`config.mk`:
```
export PLATFORM = sky130hd
export DESIGN_NAME = uart_msg_tx_flat
export DESIGN_NICKNAME = d
export VERILOG_FILES = /design/src/rtl/uart_msg_pkg.sv /design/src/rtl/uart_msg_if.sv /design/src/rtl/uart_msg_tx_shifter.sv /design/src/rtl/uart_msg_tx.sv /design/src/flat_wrapper.sv
export SDC_FILE = /design/constraint.sdc
export NUM_CORES = 1
export LEC_CHECK = 0
export ABC_AREA = 1
export CAP_MARGIN = 20
export CORE_ASPECT_RATIO = 1.25
export CORE_UTILIZATION = 35
export CTS_CLUSTER_SIZE = 28
export DETAILED_ROUTE_END_ITERATION = 10
export HOLD_SLACK_MARGIN = 0.02
export PLACE_DENSITY = 0.6
export SLEW_MARGIN = 20
export SYNTH_ARGS = -nofsm -noshare
export SYNTH_HDL_FRONTEND = slang
export SYNTH_HIERARCHICAL = 1
export SYNTH_SLANG_ARGS = --single-unit
```
`constraint.sdc`:
```
create_clock -name RST_clk -period 1.9 [get_ports RST_clk]
set_clock_uncertainty 0.1 [all_clocks]
set_input_delay 0.38 -clock RST_clk [delete_from_list [all_inputs] [get_ports RST_clk]]
set_output_delay 0.38 -clock RST_clk [all_outputs]
set_load 0.02 [all_outputs]
```
`src/rtl/uart_msg_pkg.sv`:
```
// uart_msg_pkg
// Shared definitions for the UART message transmitter:
//   - state_t           : message FSM states (IDLE, LOAD, SHIFT, NEXT, GAP)
//   - DEFAULT_TERM_CHAR : default end-of-message character (newline)
//   - frame_bits()      : number of bit periods in one character frame
//   - frame_cycles()    : length of one character frame in clock cycles
// Optional feature macro: UART_MSG_PARITY_EN adds one even-parity bit per frame.
package uart_msg_pkg;

    typedef enum logic [2:0] {
        IDLE,
        LOAD,
        SHIFT,
        NEXT,
        GAP
    } state_t;

    localparam logic [7:0] DEFAULT_TERM_CHAR = 8'h0A;

    // Start bit + data bits + optional parity bit + stop bits.
    function automatic int frame_bits(input int data_w, input int stop_bits);
`ifdef UART_MSG_PARITY_EN
        return 2 + data_w + stop_bits;
`else
        return 1 + data_w + stop_bits;
`endif
    endfunction

    function automatic int frame_cycles(input int data_w, input int stop_bits, input int clk_div);
        return clk_div * frame_bits(data_w, stop_bits);
    endfunction

endpackage

```
`src/rtl/uart_msg_if.sv`:
```
// uart_msg_if
// Host-side bundle of the UART message transmitter.
//   master : host / control FSM (drives buffer writes and control, reads status)
//   slave  : uart_msg_tx (accepts writes and control, drives line and status)
// Signals:
//   wr_en, wr_addr, wr_data : message buffer write port
//   start, repeat_en, abort : message control
//   uart_tx_data            : serial line, idle high
//   uart_busy, done         : message status
//   cur_char                : character currently being shifted
interface uart_msg_if #(
    parameter int DATA_W = 8,
    parameter int ADDR_W = 4
);
    logic              wr_en;
    logic [ADDR_W-1:0] wr_addr;
    logic [DATA_W-1:0] wr_data;
    logic              start;
    logic              repeat_en;
    logic              abort;
    logic              uart_tx_data;
    logic              uart_busy;
    logic              done;
    logic [DATA_W-1:0] cur_char;

    modport master (
        output wr_en, wr_addr, wr_data, start, repeat_en, abort,
        input  uart_tx_data, uart_busy, done, cur_char
    );

    modport slave (
        input  wr_en, wr_addr, wr_data, start, repeat_en, abort,
        output uart_tx_data, uart_busy, done, cur_char
    );
endinterface

```
`src/rtl/uart_msg_tx_shifter.sv`:
```
// uart_bit_shifter
// Serialises one character as a UART frame: start bit, DATA_W data bits LSB
// first, optional even-parity bit, STOP_BITS stop bits; each bit lasts CLK_DIV
// clock cycles.
// Ports:
//   RST_clk      in  clock, rising edge
//   RST_rst      in  asynchronous active-high reset (line forced high)
//   load         in  request to send 'data'; taken only while ready
//   data         in  character to send
//   ready        out shifter idle, a load will be accepted
//   frame_ending out high in the second-to-last cycle of the final stop bit
//   tx           out serial line, idle high
// Optional feature macro: UART_MSG_PARITY_EN inserts the parity bit.
module uart_bit_shifter
    import uart_msg_pkg::*;
#(
    parameter int DATA_W    = 8,
    parameter int CLK_DIV   = 434,
    parameter int STOP_BITS = 1
) (
    input  logic              RST_clk,
    input  logic              RST_rst,
    input  logic              load,
    input  logic [DATA_W-1:0] data,
    output logic              ready,
    output logic              frame_ending,
    output logic              tx
);
    localparam int NBITS  = frame_bits(DATA_W, STOP_BITS);
    localparam int BAUD_W = (CLK_DIV > 1) ? $clog2(CLK_DIV) : 1;
    localparam int BIT_W  = $clog2(DATA_W + 4);

    localparam logic [BAUD_W-1:0] BAUD_LAST    = BAUD_W'(CLK_DIV - 1);
    localparam logic [BAUD_W-1:0] BAUD_PRELAST = BAUD_W'(CLK_DIV - 2);
    localparam logic [BIT_W-1:0]  BIT_LAST     = BIT_W'(NBITS - 1);

    logic [NBITS-1:0]  frame;
    logic [NBITS-2:0]  shreg;
    logic [BAUD_W-1:0] baud_cnt;
    logic [BIT_W-1:0]  bit_cnt;
    logic              active;

`ifdef UART_MSG_PARITY_EN
    assign frame = {{STOP_BITS{1'b1}}, ^data, data, 1'b0};
`else
    assign frame = {{STOP_BITS{1'b1}}, data, 1'b0};
`endif

    assign ready = ~active;

    // Raised one cycle early so the parent can decide the next step while the
    // last stop bit is still on the line, leaving a single idle cycle between
    // back-to-back characters.
    assign frame_ending = active && (bit_cnt == BIT_LAST) && (baud_cnt == BAUD_PRELAST);

    // The start bit goes straight to tx on load; the remaining bits wait in
    // shreg and are shifted out LSB first at every bit boundary.
    always_ff @(posedge RST_clk or posedge RST_rst) begin
        if (RST_rst) begin
            active   <= 1'b0;
            tx       <= 1'b1;
            shreg    <= '1;
            baud_cnt <= '0;
            bit_cnt  <= '0;
        end else if (!active) begin
            if (load) begin
                active   <= 1'b1;
                tx       <= 1'b0;
                shreg    <= frame[NBITS-1:1];
                baud_cnt <= '0;
                bit_cnt  <= '0;
            end
        end else if (baud_cnt == BAUD_LAST) begin
            baud_cnt <= '0;
            if (bit_cnt == BIT_LAST) begin
                active <= 1'b0;
                tx     <= 1'b1;
            end else begin
                bit_cnt <= bit_cnt + 1'b1;
                tx      <= shreg[0];
                shreg   <= {1'b1, shreg[NBITS-2:1]};
            end
        end else begin
            baud_cnt <= baud_cnt + 1'b1;
        end
    end

endmodule

```
`src/rtl/uart_msg_tx.sv`:
```
// uart_msg_tx
// Message transmitter: holds a MSG_DEPTH-entry character buffer written by the
// host and sends it over a UART line, stopping at TERM_CHAR or the last entry.
// Supports abort after the current character and endless repeat with a
// GAP_CYCLES idle gap between messages; done pulses once per finished message.
// Ports:
//   RST_clk in  clock, rising edge
//   RST_rst in  asynchronous active-high reset
//   bus     uart_msg_if.slave : buffer write port, start/repeat_en/abort,
//           uart_tx_data, uart_busy, done, cur_char
// Optional feature macro: UART_MSG_PARITY_EN adds an even-parity bit per frame.
module uart_msg_tx
    import uart_msg_pkg::*;
#(
    parameter int         DATA_W     = 8,
    parameter int         MSG_DEPTH  = 16,
    parameter int         CLK_DIV    = 434,
    parameter int         STOP_BITS  = 1,
    parameter logic [7:0] TERM_CHAR  = DEFAULT_TERM_CHAR,
    parameter int         GAP_CYCLES = 1000
) (
    input  logic       RST_clk,
    input  logic       RST_rst,
    uart_msg_if.slave  bus
);
    localparam int ADDR_W = $clog2(MSG_DEPTH);
    localparam int GAP_W  = $clog2(GAP_CYCLES + 1);

    localparam logic [ADDR_W-1:0] PTR_LAST = ADDR_W'(MSG_DEPTH - 1);
    localparam logic [GAP_W-1:0]  GAP_LAST = GAP_W'(GAP_CYCLES - 1);
    localparam logic [DATA_W-1:0] TERM     = TERM_CHAR[DATA_W-1:0];

    state_t            state;
    logic [ADDR_W-1:0] ptr;
    logic [GAP_W-1:0]  gap_cnt;
    logic [DATA_W-1:0] cur_char_q;
    logic              busy_q;
    logic              done_q;
    logic              abort_seen;

    logic [DATA_W-1:0] msg_buf [MSG_DEPTH];

    logic              wr_ok;
    logic [DATA_W-1:0] first_char;
    logic              aborting;
    logic              msg_end;
    logic              shift_load;
    logic              shift_ready;
    logic              frame_ending;
    logic              tx;

    assign wr_ok      = bus.wr_en && (state == IDLE || state == GAP);
    assign aborting   = abort_seen || bus.abort;
    assign msg_end    = (cur_char_q == TERM) || (ptr == PTR_LAST) || aborting;
    assign shift_load = (state == LOAD);

    // A write to entry 0 in the same cycle that a message (re)starts must be
    // seen by that message, so bypass the buffer for the first character.
    assign first_char = (wr_ok && bus.wr_addr == '0) ? bus.wr_data : msg_buf[0];

    // Buffer contents deliberately survive reset.
    always_ff @(posedge RST_clk) begin
        if (wr_ok) begin
            msg_buf[bus.wr_addr] <= bus.wr_data;
        end
    end

    // Message FSM. abort is sticky from any non-IDLE state so it is honoured at
    // the next character boundary; every path back to IDLE clears it.
    always_ff @(posedge RST_clk or posedge RST_rst) begin
        if (RST_rst) begin
            state      <= IDLE;
            ptr        <= '0;
            gap_cnt    <= '0;
            cur_char_q <= '0;
            busy_q     <= 1'b0;
            done_q     <= 1'b0;
            abort_seen <= 1'b0;
        end else begin
            done_q <= 1'b0;
            if (state != IDLE && bus.abort) begin
                abort_seen <= 1'b1;
            end
            case (state)
                IDLE: begin
                    if (bus.start) begin
                        state      <= LOAD;
                        ptr        <= '0;
                        cur_char_q <= first_char;
                    end
                end
                LOAD: begin
                    if (shift_ready) begin
                        state  <= SHIFT;
                        busy_q <= 1'b1;
                    end
                end
                SHIFT: begin
                    if (frame_ending) begin
                        state <= NEXT;
                    end
                end
                NEXT: begin
                    if (!msg_end) begin
                        state      <= LOAD;
                        ptr        <= ptr + 1'b1;
                        cur_char_q <= msg_buf[ptr + 1'b1];
                    end else if (bus.repeat_en && !aborting) begin
                        state   <= GAP;
                        gap_cnt <= '0;
                    end else begin
                        state      <= IDLE;
                        done_q     <= 1'b1;
                        busy_q     <= 1'b0;
                        abort_seen <= 1'b0;
                    end
                end
                GAP: begin
                    if (bus.abort) begin
                        state      <= IDLE;
                        done_q     <= 1'b1;
                        busy_q     <= 1'b0;
                        abort_seen <= 1'b0;
                    end else if (gap_cnt == GAP_LAST) begin
                        state      <= LOAD;
                        ptr        <= '0;
                        cur_char_q <= first_char;
                    end else begin
                        gap_cnt <= gap_cnt + 1'b1;
                    end
                end
                default: begin
                    state <= IDLE;
                end
            endcase
        end
    end

    uart_bit_shifter #(
        .DATA_W    (DATA_W),
        .CLK_DIV   (CLK_DIV),
        .STOP_BITS (STOP_BITS)
    ) u_shifter (
        .RST_clk      (RST_clk),
        .RST_rst      (RST_rst),
        .load         (shift_load),
        .data         (cur_char_q),
        .ready        (shift_ready),
        .frame_ending (frame_ending),
        .tx           (tx)
    );

    assign bus.uart_tx_data = tx;
    assign bus.uart_busy    = busy_q;
    assign bus.done         = done_q;
    assign bus.cur_char     = cur_char_q;

endmodule

```
`src/flat_wrapper.sv`:
```
// flat-port wrapper written by rule: the top's interface ports become plain ports
module uart_msg_tx_flat import uart_msg_pkg::*;
#(
    parameter int         DATA_W     = 8,
    parameter int         MSG_DEPTH  = 16,
    parameter int         CLK_DIV    = 434,
    parameter int         STOP_BITS  = 1,
    parameter logic [7:0] TERM_CHAR  = DEFAULT_TERM_CHAR,
    parameter int         GAP_CYCLES = 1000
)
  (RST_clk, RST_rst, bus_wr_en, bus_wr_addr, bus_wr_data, bus_start, bus_repeat_en, bus_abort, bus_uart_tx_data, bus_uart_busy, bus_done, bus_cur_char);
  uart_msg_if #(.DATA_W(DATA_W), .ADDR_W((4))) bus_i ();
  input  logic RST_clk;
  input  logic RST_rst;
  input wire logic [$bits(bus_i.wr_en)-1:0] bus_wr_en;
  input wire logic [$bits(bus_i.wr_addr)-1:0] bus_wr_addr;
  input wire logic [$bits(bus_i.wr_data)-1:0] bus_wr_data;
  input wire logic [$bits(bus_i.start)-1:0] bus_start;
  input wire logic [$bits(bus_i.repeat_en)-1:0] bus_repeat_en;
  input wire logic [$bits(bus_i.abort)-1:0] bus_abort;
  output wire logic [$bits(bus_i.uart_tx_data)-1:0] bus_uart_tx_data;
  output wire logic [$bits(bus_i.uart_busy)-1:0] bus_uart_busy;
  output wire logic [$bits(bus_i.done)-1:0] bus_done;
  output wire logic [$bits(bus_i.cur_char)-1:0] bus_cur_char;
  assign bus_i.wr_en = bus_wr_en;
  assign bus_i.wr_addr = bus_wr_addr;
  assign bus_i.wr_data = bus_wr_data;
  assign bus_i.start = bus_start;
  assign bus_i.repeat_en = bus_repeat_en;
  assign bus_i.abort = bus_abort;
  assign bus_uart_tx_data = bus_i.uart_tx_data;
  assign bus_uart_busy = bus_i.uart_busy;
  assign bus_done = bus_i.done;
  assign bus_cur_char = bus_i.cur_char;
  uart_msg_tx #(.DATA_W(DATA_W), .MSG_DEPTH(MSG_DEPTH), .CLK_DIV(CLK_DIV), .STOP_BITS(STOP_BITS), .TERM_CHAR(TERM_CHAR), .GAP_CYCLES(GAP_CYCLES)) u_core (.RST_clk(RST_clk), .RST_rst(RST_rst), .bus(bus_i));
endmodule
```
==> flow_results.org <==
** Run status
- Run status :: completed

** STA
- Slew at the pin with the worst max-slew slack :: 0.369 ns
- Final Setup Violations :: 0
- Setup repair after global routing could not meet its margin everywhere.
- Min Clock Period, post-route :: 1.82 ns
- Post-route worst setup slack :: 0.0766 ns
- Setup TNS :: 0 ns
- Relative max-transition margin :: 0.754
- Period utilisation layout :: 0.960
- Peak clock frequency supported by timing :: 548 MHz
- The max-slew violation count came to 0.
- The hold violation total from the final report came to 0.

** Synth
- The synthesized-area fraction occupied by ao, oa, aoi and oai cells came to 0.0384.
- Seq/Total Area, Yosys :: 0.590
- Synth async-reset ratio :: 0.285
- Most used flip-flop cell after synthesis :: edfxtp_1
- In this run the cell area of the synthesized design comes to 8690 um^2.
- Measured against the total synthesized area, the mux share comes to 0.
- Simple-Gate Fraction of Synth Area :: 0.264
- Yosys mapped a number of flops with a built-in enable equal to 128.
- Warnings from Yosys :: 6
- Area share of xor/xnor cells in the synthesized design :: 0.00792
- Synthesis produced a netlist with a net count of 994.
- Flip-flop and latch count after synthesis :: 179
- Of the total synthesized cell area, the portion taken by full adders, half adders and majority gates is 0.0101.
- After synthesis, the largest family of logic cells by area is simple AND/OR/NAND/NOR gates.
- Synth cell types :: 45
- Dividing the synthesized area by the synthesized cell count gives 8.97 um^2.
- Synthesis handed over a netlist of 969 instances.

** Drt
- After detailed routing, the total wire length is 20400 um.
- For this run, design rule violations remaining after detail routing come to 0.
- Vias per std cell :: 4.66
- Wire length per cell after detailed routing :: 14.6 um
- Remaining antenna violation count after routing :: 0
- Drt first pass iters :: 5
- Total number of vias :: 6524
- In this run, the number of DRC markers left after iteration 0 of detailed routing was 329.

** Clock tree
- TritonCTS built the clock tree.
- CTS saw 179 sinks.
- Clock buffers created by TritonCTS :: 17
- Root buffer cell :: clkbuf_16
- Clk pin slew, worst setup/hold paths :: 0.08 ns
- CTS built an H-tree with a depth of 4.
- Clock network latency to the later pin of the worst-skew pair :: 0.43 ns
- The clock passes through at most 2 buffers.

** Power and ir drop
- The internal power of the cells totals 0.00781 W.
- IR Drop Worst-Case VDD :: 595 uV
- Of the total power, the share spent switching nets is 0.339.
- The share of total power dissipated in sequential elements is 0.417.
- The analysis attributes to net switching a power of 0.00401 W.
- Part of the power in combinational logic :: 0.286
- Power spread over the standard cell area amounts to 1130 nW/um^2.
- The share of total power dissipated in the clock network is 0.298.
- Leakage power summed over all cells :: 4.70 nW

** Setup path
- Critical path peak fanout :: 1
- At the worst endpoint, the required time is 1.42 ns.
- Critical path start-end classification :: reg -> out
- STA classifies the critical path startpoint as a flip-flop.
- STA classifies the critical path endpoint as an output pin.
- Count of buffer and inverter cells on the critical path :: 1
- CP max-delay cell :: clkdlybuf4s50_1
- List of cells traversed by the critical path :: clkdlybuf4s50_1
- WP data arrival :: 1.34 ns
- Among cell families on the critical path, the largest total delay comes from buffers and inverters.
- Worst path max stage delay :: 0.60 ns

** GRT
- Entering global routing, the biggest net connects 37 pins.
- First-pass GRT wire length :: 32600 um
- Global-route congestion overflow total :: 0
- In the global route stage, overall resource usage came out at 0.171.
- The initial antenna violation count came to 0.
- The via count of the first global-routing pass came to 6298.

** Job
- Number of max-capacitance violations reported :: 0

** Final layout
- In the final layout, the share of cells above drive strength 1 is 0.146.
- For this run, the post-layout net count is 1083.
- The area growth from synthesis to layout is 20.6%.
- The repair_antennas step left the layout with diodes totalling 0.

** Placement
- Final weighted congestion of routability-driven global placement :: 0.860
- The HPWL after detailed placement is 14200 um.
- Number of buffers inserted by port buffering :: 28
- Prior to clock tree synthesis, the placed netlist has a worst setup slack of -0.135 ns.

** Worst hold path
- The worst hold path belongs to the class in -> async.

** Floorplanning
- In this run the vertical extent of the chip is 178 um.
- Standard-cell row count :: 64
- The die is 143 um wide.
- IO Count :: 29
- The core region is 24400 um^2.
- Area of the die :: 25500 um^2
- For this configuration, the core starts out at a cell density of 0.356.
-- final cells by class --
cell class | count | area, um^2
Clock buffer | 18 | 429
Clock inverter | 14 | 166
Fill cell | 2347 | 13900
Inverter | 152 | 576
Multi-Input combinational cell | 603 | 2820
Sequential cell | 179 | 5130
Tap cell | 330 | 413
Timing Repair Buffer | 105 | 945
-- through the flow --
| stage | utilization | hold slack [ns] | total power, W | area, um^2 | cells |
|---|---|---|---|---|---|
| floorplan | - | 0.275 | 0.00713 | 8700 | 969 |
| global placement | 0.401 | 0.352 | 0.00831 | 9810 | 1366 |
| CTS | 0.426 | 0.232 | 0.0119 | 10400 | 1398 |
| global route | 0.429 | 0.259 | 0.0125 | 10500 | 1401 |
| detailed placement | 0.401 | 0.353 | 0.00835 | 9810 | 1366 |
| finish | 0.429 | 0.231 | 0.0118 | 10500 | 1401 |
-- state kept, by name (all words and copies together) (netlist names) --
register,cells
u_core/abort_seen,1
u_core/msg_buf,128
u_core/gap_cnt,10
u_core/state,3
u_core/ptr,4
u_core/bus.uart_busy,1
u_core/u_shifter/baud_cnt,9
u_core/bus.done,1
u_core/u_shifter/active,1
u_core/bus.cur_char,8
u_core/u_shifter/bit_cnt,4
u_core/u_shifter/shreg,8
u_core/u_shifter/tx,1
-- worst min-delay path, delay by kind of cell --
| family | cells | cell delay [ns] |
|---|---|---|
| buffers and inverters | 3 | 0.78 |
-- cells in the mapped netlist (2+ instances only) --
master	number	area [um^2]
nand2_1	302	1130
inv_1	150	563
nand3_1	134	671
edfxtp_1	128	3840
nor2_1	55	206
dfrtp_1	42	1050
o21ai_0	28	140
clkbuf_1	12	45.0
buf_2	10	50.1
nor3_1	10	50.1
dfstp_2	9	236
ha_1	7	87.6
o22ai_1	7	43.8
a21oi_1	6	30.0
nand2_2	6	37.5
nand4_1	6	37.5
nor2_2	5	31.3
buf_1	4	15.0
buf_6	4	45.0
xor2_1	4	35.0
a21oi_2	3	26.3
buf_4	3	22.5
nand3_2	3	30.0
o21ai_1	3	15.0
or2_2	3	18.8
nand2_4	2	22.5
nor2_4	2	22.5
o21bai_1	2	15.0
or2_1	2	12.5
xnor2_1	2	17.5
-- cells by family after synthesis --
logic type | after synthesis
xor+xnor | 7
simple gates | 533
flops | 179
compound gates | 56
fa+ha+maj | 7
buf+inv | 187
-- per-layer routing --
metal,global-route usage,wire length [um],vias up
met5,0,0,-
met4,0.0712,565,0
met3,0.0325,880,29
met2,0.294,10100,148
met1,0.210,8900,3048
li1,-,-,3299
-- path summary, 6_finish.rpt --
kind	from	end	slack, ns	cells after the start
min in group RST_clk	u_core/u_shifter/tx	u_core/u_shifter/tx	0.36	2
setup reg to reg	u_core/ptr[0]	u_core/bus.cur_char[5]	0.11	11
hold / removal	RST_rst	u_core/u_shifter/baud_cnt[8]	0.23	3
max in group asynchronous	RST_rst	u_core/ptr[0]	1.15	3
setup / recovery	u_core/bus.done	bus_done	0.08	1
hold reg to reg	u_core/u_shifter/tx	u_core/u_shifter/tx	0.36	2
-- timing repair --
action | CTS | global route
buffers inserted | 0 | 2
resized for setup | 13 | 9
cloned | 0 | 1
endpoints found under the setup margin | 14 | 19
hold buffers | 0 | 0
-- power by group through the flow --
stage | Combinational [W] | Clock (W) | Sequential (W)
2_1_floorplan | 0.00205 | 0 | 0.00508
3_3_place_gp | 0.00331 | 0 | 0.00500
3_5_place_dp | 0.00335 | 0 | 0.00500
4_1_cts | 0.00333 | 0.00360 | 0.00492
5_1_grt | 0.00378 | 0.00375 | 0.00498
6_report | 0.00338 | 0.00352 | 0.00493
-- cell usage in the layout, fill, tap and decap left out, types with 18 or more instances in the layout --
cell type | netlist | routed
buf_4 | 3 | 67
clkbuf_16 | 0 | 18
clkdlybuf4s50_1 | 0 | 18
dfrtp_1 | 42 | 41
edfxtp_1 | 128 | 128
inv_1 | 150 | 148
nand2_1 | 302 | 302
nand3_1 | 134 | 132
nor2_1 | 55 | 54
o21ai_0 | 28 | 28
Power figures use the tool's default switching activity.
